<file path="src/rtl/rle_pkg.sv">
// Shared definitions for the run-length codec: FSM encoding, mode values
// and sizing helpers.
package rle_pkg;

  localparam int unsigned WORD_BYTES = 4;

  localparam logic MODE_ENC = 1'b0;
  localparam logic MODE_DEC = 1'b1;

  // Legacy numeric state encodings, kept stable for existing waveform decoders.
  localparam logic [3:0] ST_IDLE    = 4'd0;
  localparam logic [3:0] ST_CHECK   = 4'd1;
  localparam logic [3:0] ST_RD_ADDR = 4'd2;
  localparam logic [3:0] ST_RD_WAIT = 4'd3;
  localparam logic [3:0] ST_RD_CAP  = 4'd4;
  localparam logic [3:0] ST_PROC    = 4'd5;
  localparam logic [3:0] ST_WR      = 4'd6;
  localparam logic [3:0] ST_FLUSH   = 4'd7;
  localparam logic [3:0] ST_DONE    = 4'd8;

  typedef enum logic [3:0] {
    IDLE    = ST_IDLE,
    CHECK   = ST_CHECK,
    RD_ADDR = ST_RD_ADDR,
    RD_WAIT = ST_RD_WAIT,
    RD_CAP  = ST_RD_CAP,
    PROC    = ST_PROC,
    WR      = ST_WR,
    FLUSH   = ST_FLUSH,
    DONE    = ST_DONE
  } state_t;

  function automatic int unsigned pair_width(input int unsigned sym_w);
    return 2 * sym_w;
  endfunction

endpackage

</file>
<file path="src/rtl/rle_codec_packer.sv">
// Little-endian word packer: appends one SYM_W unit or one (symbol, count)
// pair per push; the word is always zero above the valid bytes.
module rle_word_packer
  import rle_pkg::*;
#(
  parameter int unsigned SYM_W = 8
) (
  input  logic                 clk,
  input  logic                 nreset,
  input  logic                 i_push,
  input  logic                 i_pair,
  input  logic                 i_flush,
  input  logic [2*SYM_W-1:0]   i_data,
  output logic [31:0]          o_word,
  output logic [2:0]           o_bytes,
  output logic                 o_full
);

  localparam logic [2:0] UNIT_BYTES = 3'(SYM_W / 8);

  logic [31:0] r_word;
  logic [2:0]  r_bytes;
  logic [31:0] w_ext;
  logic [31:0] w_ins;
  logic [2:0]  w_add;

  always_comb begin
    w_ext = '0;
    if (i_pair) begin
      w_ext[2*SYM_W-1:0] = i_data;
    end else begin
      w_ext[SYM_W-1:0] = i_data[SYM_W-1:0];
    end
    w_ins = w_ext << {r_bytes[1:0], 3'b000};
    w_add = i_pair ? (UNIT_BYTES + UNIT_BYTES) : UNIT_BYTES;
  end

  always_ff @(posedge clk) begin
    if (!nreset) begin
      r_word  <= '0;
      r_bytes <= '0;
    end else if (i_flush) begin
      r_word  <= '0;
      r_bytes <= '0;
    end else if (i_push && !o_full) begin
      r_word  <= r_word | w_ins;
      r_bytes <= r_bytes + w_add;
    end
  end

  assign o_word  = r_word;
  assign o_bytes = r_bytes;
  assign o_full  = (r_bytes == 3'(WORD_BYTES));

endmodule

</file>
<file path="src/rtl/rle_codec.sv">
// Run-length encoder/decoder streaming over a single-port word memory.
// Encode emits (symbol, count) pairs; decode expands them back to symbols.
module rle_codec
  import rle_pkg::*;
#(
  parameter int unsigned SYM_W  = 8,
  parameter int unsigned ADDR_W = 16
) (
  input  logic              clk,
  input  logic              nreset,
  input  logic              start,
  input  logic              mode,
  input  logic [31:0]       message_addr,
  input  logic [31:0]       message_size,
  input  logic [31:0]       rle_addr,
  output logic [31:0]       rle_size,
  output logic              done,
  output logic              err,
  output logic              port_A_clk,
  output logic [31:0]       port_A_data_in,
  input  logic [31:0]       port_A_data_out,
  output logic [ADDR_W-1:0] port_A_addr,
  output logic              port_A_we
);

  localparam int unsigned       PW         = pair_width(SYM_W);
  localparam logic [2:0]        SYM_BYTES  = 3'(SYM_W / 8);
  localparam logic [2:0]        PAIR_BYTES = 3'(PW / 8);
  localparam logic [SYM_W-1:0]  MAXCNT     = '1;

  state_t              r_state;
  logic                r_mode;
  logic                r_mis;
  logic [ADDR_W-1:0]   r_src;
  logic [ADDR_W-1:0]   r_dst;
  logic [31:0]         r_units;
  logic [31:0]         r_word;
  logic [1:0]          r_pos;
  logic                r_run_act;
  logic [SYM_W-1:0]    r_run_sym;
  logic [SYM_W-1:0]    r_run_cnt;
  logic                r_dec_act;
  logic [SYM_W-1:0]    r_dec_left;
  logic                r_done;
  logic                r_err;
  logic [31:0]         r_size;
  logic [ADDR_W-1:0]   r_addr;
  logic [31:0]         r_data;
  logic                r_we;

  logic [31:0]         w_units_in;
  logic [SYM_W-1:0]    w_sym;
  logic [SYM_W-1:0]    w_cnt;
  logic [SYM_W-1:0]    w_dec_left;
  logic                w_same;
  logic                w_consume;
  logic [2:0]          w_pos_nx;
  logic                w_pk_push;
  logic                w_pk_pair;
  logic                w_pk_flush;
  logic [PW-1:0]       w_pk_data;
  logic [31:0]         w_pk_word;
  logic [2:0]          w_pk_bytes;
  logic                w_pk_full;
  logic                w_unused;

  assign w_unused = ^{message_addr[31:ADDR_W], rle_addr[31:ADDR_W]};

  // Input units: symbols when encoding, whole pairs when decoding.
  always_comb begin
    if (mode == MODE_DEC) begin
      w_units_in = (SYM_W == 8) ? (message_size >> 1) : (message_size >> 2);
    end else begin
      w_units_in = (SYM_W == 8) ? message_size : (message_size >> 1);
    end
  end

  assign w_sym      = SYM_W'(r_word >> {r_pos, 3'b000});
  assign w_cnt      = SYM_W'(r_word >> ({r_pos, 3'b000} + 5'(SYM_W)));
  assign w_dec_left = r_dec_act ? r_dec_left : w_cnt;
  assign w_same     = r_run_act && (w_sym == r_run_sym) && (r_run_cnt != MAXCNT);
  assign w_pos_nx   = {1'b0, r_pos} + ((r_mode == MODE_DEC) ? PAIR_BYTES : SYM_BYTES);

  // PROC priority: drain a full packer, then consume input, then close out.
  always_comb begin
    w_pk_push  = 1'b0;
    w_pk_pair  = 1'b0;
    w_pk_flush = 1'b0;
    w_pk_data  = '0;
    w_consume  = 1'b0;
    case (r_state)
      CHECK: w_pk_flush = 1'b1;
      PROC: begin
        if (w_pk_full) begin
          w_pk_flush = 1'b1;
        end else if (r_units != '0) begin
          if (r_mode == MODE_ENC) begin
            w_consume = 1'b1;
            if (r_run_act && !w_same) begin
              w_pk_push = 1'b1;
              w_pk_pair = 1'b1;
              w_pk_data = {r_run_cnt, r_run_sym};
            end
          end else begin
            w_consume = (w_dec_left <= SYM_W'(1));
            if (w_dec_left != '0) begin
              w_pk_push = 1'b1;
              w_pk_data = {{SYM_W{1'b0}}, w_sym};
            end
          end
        end else if (r_mode == MODE_ENC && r_run_act) begin
          w_pk_push = 1'b1;
          w_pk_pair = 1'b1;
          w_pk_data = {r_run_cnt, r_run_sym};
        end else if (w_pk_bytes != '0) begin
          w_pk_flush = 1'b1;
        end
      end
      default: ;
    endcase
  end

  rle_word_packer #(.SYM_W(SYM_W)) u_packer (
    .clk     (clk),
    .nreset  (nreset),
    .i_push  (w_pk_push),
    .i_pair  (w_pk_pair),
    .i_flush (w_pk_flush),
    .i_data  (w_pk_data),
    .o_word  (w_pk_word),
    .o_bytes (w_pk_bytes),
    .o_full  (w_pk_full)
  );

  always_ff @(posedge clk) begin
    if (!nreset) begin
      r_state    <= IDLE;
      r_mode     <= MODE_ENC;
      r_mis      <= 1'b0;
      r_src      <= '0;
      r_dst      <= '0;
      r_units    <= '0;
      r_word     <= '0;
      r_pos      <= '0;
      r_run_act  <= 1'b0;
      r_run_sym  <= '0;
      r_run_cnt  <= '0;
      r_dec_act  <= 1'b0;
      r_dec_left <= '0;
      r_done     <= 1'b0;
      r_err      <= 1'b0;
      r_size     <= '0;
      r_addr     <= '0;
      r_data     <= '0;
      r_we       <= 1'b0;
    end else begin
      case (r_state)
        IDLE, DONE: begin
          if (start) begin
            r_mode  <= mode;
            r_src   <= message_addr[ADDR_W-1:0];
            r_dst   <= rle_addr[ADDR_W-1:0];
            r_mis   <= (message_addr[1:0] != 2'b00) || (rle_addr[1:0] != 2'b00);
            r_units <= w_units_in;
            r_done  <= 1'b0;
            r_err   <= 1'b0;
            r_size  <= '0;
            r_state <= CHECK;
          end
        end
        CHECK: begin
          r_run_act <= 1'b0;
          r_dec_act <= 1'b0;
          if (r_mis) begin
            r_err   <= 1'b1;
            r_done  <= 1'b1;
            r_state <= DONE;
          end else if (r_units == '0) begin
            r_done  <= 1'b1;
            r_state <= DONE;
          end else begin
            r_state <= RD_ADDR;
          end
        end
        RD_ADDR: begin
          r_addr  <= r_src;
          r_src   <= r_src + ADDR_W'(WORD_BYTES);
          r_state <= RD_WAIT;
        end
        RD_WAIT: r_state <= RD_CAP;
        RD_CAP: begin
          r_word  <= port_A_data_out;
          r_pos   <= '0;
          r_state <= PROC;
        end
        PROC: begin
          if (w_pk_full) begin
            r_addr  <= r_dst;
            r_data  <= w_pk_word;
            r_we    <= 1'b1;
            r_dst   <= r_dst + ADDR_W'(WORD_BYTES);
            r_size  <= r_size + 32'(w_pk_bytes);
            r_state <= WR;
          end else if (r_units != '0) begin
            if (r_mode == MODE_ENC) begin
              r_run_act <= 1'b1;
              if (w_same) begin
                r_run_cnt <= r_run_cnt + SYM_W'(1);
              end else begin
                r_run_sym <= w_sym;
                r_run_cnt <= SYM_W'(1);
              end
            end else if (w_consume) begin
              r_dec_act <= 1'b0;
            end else begin
              r_dec_act  <= 1'b1;
              r_dec_left <= w_dec_left - SYM_W'(1);
            end
            // A full packer left by the last unit of a word is drained after the next read.
            if (w_consume) begin
              r_units <= r_units - 32'd1;
              r_pos   <= w_pos_nx[1:0];
              if (r_units != 32'd1 && w_pos_nx[2]) begin
                r_state <= RD_ADDR;
              end
            end
          end else if (r_mode == MODE_ENC && r_run_act) begin
            r_run_act <= 1'b0;
          end else begin
            if (w_pk_bytes != '0) begin
              r_addr <= r_dst;
              r_data <= w_pk_word;
              r_we   <= 1'b1;
              r_dst  <= r_dst + ADDR_W'(WORD_BYTES);
              r_size <= r_size + 32'(w_pk_bytes);
            end
            r_state <= FLUSH;
          end
        end
        WR: begin
          r_we    <= 1'b0;
          r_state <= PROC;
        end
        FLUSH: begin
          r_we    <= 1'b0;
          r_done  <= 1'b1;
          r_state <= DONE;
        end
        default: r_state <= IDLE;
      endcase
    end
  end

  assign rle_size       = r_size;
  assign done           = r_done;
  assign err            = r_err;
  assign port_A_clk     = clk;
  assign port_A_data_in = r_data;
  assign port_A_addr    = r_addr;
  assign port_A_we      = r_we;

endmodule

</file>
<file path="config.mk">
export PLATFORM = sky130hd
export DESIGN_NAME = rle_codec
export DESIGN_NICKNAME = d
export VERILOG_FILES = /design/src/rtl/rle_pkg.sv /design/src/rtl/rle_codec_packer.sv /design/src/rtl/rle_codec.sv
export SDC_FILE = /design/constraint.sdc
export NUM_CORES = 1
export LEC_CHECK = 0
export ABC_AREA = 1
export CAP_MARGIN = 40
export CELL_PAD_IN_SITES_DETAIL_PLACEMENT = 1
export CELL_PAD_IN_SITES_GLOBAL_PLACEMENT = 2
export CORE_MARGIN = 1.5
export CORE_UTILIZATION = 32
export CTS_CLUSTER_DIAMETER = 120
export CTS_CLUSTER_SIZE = 10
export DETAILED_ROUTE_END_ITERATION = 12
export MAX_ROUTING_LAYER = met4
export PLACE_DENSITY = 0.85
export SLEW_MARGIN = 5
export SYNTH_ARGS = -nofsm -noshare
export SYNTH_HDL_FRONTEND = slang
export SYNTH_SLANG_ARGS = --single-unit
</file>
<file path="constraint.sdc">
create_clock -name clk -period 5.3 [get_ports clk]
set_clock_uncertainty 0.05 [all_clocks]
set_input_delay 1.06 -clock clk [delete_from_list [all_inputs] [get_ports clk]]
set_output_delay 1.06 -clock clk [all_outputs]
set_load 0.005 [all_outputs]
</file>
* Word level (Yosys, flattened, before mapping) *
Index checks and enable logic that the tools add are counted.

word-level totals
  bits in registers = 248
  input port bits = 132
  output and inout bits = 84
  logic and storage cells = 209

operators by class
  $add $sub $neg = 9
  magnitude comparators = 1
  eq/ne operators = 29
  shifts and indexed selects = 3
  mux-type cells = 95
  bitwise operators = 6
  reduce and logical (&&, ||, !) cells = 45

operators with widths
  cell                                                                      count
  32-bit 2-to-1 mux                                                         14
  16-bit 2-to-1 mux                                                         16
  32-bit one-hot mux with 2 select lines                                    2
  16-bit one-hot mux with 2 select lines                                    3
  32-bit by 5-bit >> shifter with 8-bit output                              2
  1-bit 2-to-1 mux                                                          35
  16-bit by 3-bit adder with 16-bit output, second input constant           2
  32-bit by 3-bit adder with 32-bit output                                  1
  32-bit logical NOT                                                        1
  4-bit 2-to-1 mux                                                          8
  8-bit 2-to-1 mux                                                          4
  32-bit by 1-bit inequality test with 1-bit output, second input constant  1
  32-bit OR                                                                 1
  4-bit AND reduction                                                       8
  32-bit nonzero test                                                       1
  16-bit by 5-bit left shift with 32-bit output                             1
  32-bit by 1-bit subtractor with 32-bit output, second input constant      1
  4-bit one-hot mux with 7 select lines                                     1
  5-bit AND reduction                                                       4
  2-bit nonzero test                                                        10
  4-bit by 3-bit == test with 1-bit output, second input constant           4
  2-bit inequality test, second input constant                              6
  4-bit by 3-bit inequality test with 1-bit output, second input constant   3
  2-bit 2-to-1 mux                                                          5
  28 further kinds                                                          54

* Depth between registers and ports, before layout *
  word-level depth = 14
  gate-level depth with buffers = 19
  mapped depth without buffers = 18

* Hierarchy *
From an unflattened synthesis, not the netlist that was laid out.

second synthesis, totals
  cells, all modules = 2317
  area, all modules = 14421.3 µm²

modules (own cells, without submodules)
  module           times used  cells an instance  area an instance (µm²)  seq. area each (µm²)
  rle_codec        1           2070               12714.7                 4264.1
  rle_word_packer  1           247                1706.6                  700.7

==> flow_results.xml <==
<?xml version="1.0" encoding="UTF-8"?>
<metrics>
  <group name="routing">
    <metric name="routedWlPerCell" unit="um">17.38</metric>
    <metric name="detail_route.iter0.violations" unit="">575</metric>
    <metric name="post_drt_via_cell_ratio" unit="">5.174</metric>
    <metric name="drt_pass1_iterations" unit="">5</metric>
    <metric name="postRouteAntennaNets" unit="">0</metric>
    <metric name="post-route-drc-count" unit="">0</metric>
    <metric name="route.vias.total" unit="">14069</metric>
    <metric name="routed_wl" unit="mm">47.26</metric>
  </group>
  <group name="sta">
    <metric name="tightest_slew" unit="ns">0.8135</metric>
    <metric name="slew_violations" unit="">0</metric>
    <metric name="slew-limit-headroom" unit="%">45.69</metric>
    <metric name="setup_violations" unit="">0</metric>
    <metric name="timing.hold.ws" unit="ns">0.4023</metric>
    <metric name="finalHoldViolations" unit="">0</metric>
    <metric name="grt_setup_unrepaired" unit="">no</metric>
    <metric name="total_negative_setup_slacks" unit="ns">0</metric>
  </group>
  <group name="global_route">
    <metric name="total_global_route_track_usage" unit="%">22.27</metric>
    <metric name="grt_start_max_net_pins" unit="">83</metric>
    <metric name="first_global_vias" unit="">14761</metric>
    <metric name="globalRouteOverflowTotal" unit="">0</metric>
    <metric name="grt_pass1_wl" unit="mm">77.14</metric>
    <metric name="antenna_found_initial" unit="">0</metric>
  </group>
  <group name="finish">
    <metric name="antenna_cells" unit="">0</metric>
    <metric name="layout_common_cells" unit="">510 x nand2_1, 248 x dfxtp_1, 234 x nor2_1, 201 x a21oi_1, 182 x clkdlybuf4s50_1</metric>
    <metric name="final_core_utilization" unit="%">39.54</metric>
    <metric name="final_common_cell" unit="">nand2_1</metric>
    <metric name="design.final.nets" unit="">2327</metric>
    <metric name="signed_area_change_from_the_synthesized_netlist_to_the_final_layout" unit="%">21.85</metric>
    <metric name="fraction_of_final_layout_cells_sized_beyond_drive_strength_1" unit="%">6.009</metric>
  </group>
  <group name="yosys">
    <metric name="yosys_warnings" unit="">0</metric>
    <metric name="postSynthAreaPerCell" unit="um2">6.633</metric>
    <metric name="synth-main-ff-cell" unit="">dfxtp_1</metric>
    <metric name="async_reset_ff_share" unit="%">0</metric>
    <metric name="synth_cells" unit="">2052</metric>
    <metric name="synth_area" unit="mm2">0.01361</metric>
    <metric name="synth.yosys.seq_area_share" unit="%">36.47</metric>
    <metric name="synth_cell_type_count" unit="">57</metric>
    <metric name="synth_edf_count" unit="">0</metric>
    <metric name="synth-seq-cells" unit="">248</metric>
    <metric name="synth_fp_nets" unit="">2199</metric>
  </group>
  <group name="placement">
    <metric name="post-dp-hpwl" unit="mm">33.91</metric>
    <metric name="place.gp.congestion" unit="">0.8533</metric>
    <metric name="place.port_buffers" unit="">183</metric>
  </group>
  <group name="critical_path">
    <metric name="worstSetupStartpointType" unit="">clock port</metric>
    <metric name="critical_path_peak_fanout" unit="">2</metric>
    <metric name="critPathRequiredTime" unit="ns">4.19</metric>
    <metric name="worstPathCellList" unit="">clkbuf_16, clkbuf_16, clkdlybuf4s50_1</metric>
    <metric name="ff2ff_path_depth" unit="">18</metric>
    <metric name="critPathCaptureType" unit="">primary output</metric>
    <metric name="critical_path.slowest_cell" unit="">clkdlybuf4s50_1</metric>
    <metric name="critical-path-max-stage-delay" unit="ns">0.43</metric>
    <metric name="worst_ep_arrival_time" unit="ns">3.33</metric>
    <metric name="critical-path-top-cell-by-count" unit="">clkbuf_16</metric>
    <metric name="crit_type" unit="">clock port to primary output</metric>
  </group>
  <group name="clocking">
    <metric name="clk_pin_slew_worst_paths" unit="ns">0.06</metric>
    <metric name="cts_resized" unit="">0</metric>
    <metric name="tritoncts" unit="">done</metric>
    <metric name="clock_insertion_delay_worst_skew" unit="ns">0.67</metric>
    <metric name="post_cts_buffers" unit="">0</metric>
    <metric name="post_cts_hold_buffer_count" unit="">0</metric>
  </group>
  <group name="job">
    <metric name="drv.max_cap_violation_count" unit="">0</metric>
  </group>
  <group name="floorplanning">
    <metric name="fp.dieH" unit="um">209.2</metric>
    <metric name="top_level_ports" unit="">216</metric>
    <metric name="die_w" unit="um">209.2</metric>
    <metric name="rows" unit="">75</metric>
    <metric name="core-area" unit="mm2">0.04195</metric>
    <metric name="floorplan.initialDensity" unit="%">32.45</metric>
    <metric name="floorplan.die_area" unit="mm2">0.04378</metric>
  </group>
  <group name="min_path">
    <metric name="hold_crit_class" unit="">flip-flop to flip-flop</metric>
    <metric name="hold_path_depth" unit="">2</metric>
  </group>
  <group name="pwr">
    <metric name="leakage" unit="uW">0.006433</metric>
    <metric name="power_density" unit="mW/mm2">360.8</metric>
    <metric name="vdd_drop_max" unit="mV">0.2172</metric>
  </group>
  <group name="status">
    <metric name="status" unit="">complete, no violations</metric>
  </group>
</metrics>
==> critical path: cells and delay by family <==
kind,cells,cell delay [ns]
buf+inv,3,0.68
==> final timing paths <==
path,start,end,slack [ns]
hold reg to reg,r_dec_left[0],r_dec_left[0],0.40
hold / removal,r_dec_left[0],r_dec_left[0],0.40
setup / recovery,clk,port_A_clk,0.86
setup reg to reg,r_pos[1],r_units[9],1.59
==> layer usage <==
| metal | track usage [%] | share of wire [%] | vias to the layer above |
|---|---|---|---|
| met1 | 27.01 | 45 | 6795 |
| met3 | 3.517 | 4.1 | 65 |
| li1 | - | - | 7008 |
| met4 | 6.547 | 2.3 | 0 |
| met5 | - | 0 | - |
| met2 | 38.01 | 49 | 201 |
==> where the power goes <==
group / total (uW) / internal (uW) / leakage, uW / switching (uW)
clock network: 1860 / 1070 / 0.000405 / 784
registers: 2320 / 2090 / 0.00201 / 228
logic: 1810 / 629 / 0.00401 / 1180
==> Yosys cell counts (all sizes together), types with 2 or more instances <==
library cell	number	area, um2
nand2	528	2049
nor2	258	1095
dfxtp	248	4965
a21oi	201	1006
inv	173	651.9
o21ai	165	829.5
nand3	120	643.1
clkbuf	56	210.2
nand4	49	306.5
buf	48	321.6
nor3	45	245.2
a31oi	41	256.5
xor2	28	245.2
ha	12	150.1
xnor2	11	96.34
o22ai	9	56.30
or2	8	50.06
a211oi	6	45.04
clkinv	6	23.77
nor4	5	31.28
o211ai	5	37.54
a32oi	4	35.03
nor3b	4	35.03
fa	3	60.06
a221oi	2	17.52
a2bb2oi	2	17.52
o21a	2	15.01
o221ai	2	17.52
o311ai	2	17.52
==> sequential cells by signal, summed over array words and instances (netlist names), 2 cells and up <==
name and cells:
r_pos 2, r_dec_left 8, port_A_data_in 32, r_units 32
rle_size 32, u_packer.o_word 32, r_dst 16, r_src 16
r_word 32, port_A_addr 16, r_run_cnt 8, u_packer.o_bytes 3
r_run_sym 8, r_state 4
==> area by class of cell <==
cell class                      instances  area, um2
Clock buffer                           34      824.5
Inverter                              179      675.6
Sequential cell                       248       4965
Tap cell                              539      674.4
Multi-Input combinational cell       1521       7447
Timing Repair Buffer                  198       1999
Fill cell                            5348      25360
==> metrics by stage <==
step | worst slack [ns] | total power (uW) | cell area, um2 | std cells
5_1_grt | 0.8537 | 6400 | 16590 | 2719
3_5_place_dp | 1.126 | 4180 | 15770 | 2686
4_1_cts | 0.8519 | 6070 | 16590 | 2719
2_1_floorplan | 1.429 | 3588 | 13610 | 2052
3_3_place_gp | 1.126 | 4104 | 15670 | 2681
6_report | 0.8596 | 5984 | 16590 | 2719
==> cells by family (layout without fill, tap and decap cells) <==
group / count (synthesis) / count (layout) / synth area share [%]
AOI/OAI and AO/OA: 449 / 449 / 17.80
xor gates and xnor gates: 39 / 39 / 2.509
adders and majority gates: 15 / 15 / 1.544
buffers and inverters: 283 / 411 / 8.870
DFF: 248 / 248 / 36.47
muxes: 1 / 1 / 0.07354
and+or+nand+nor: 1017 / 1017 / 32.73
Power figures use the tool's default switching activity.
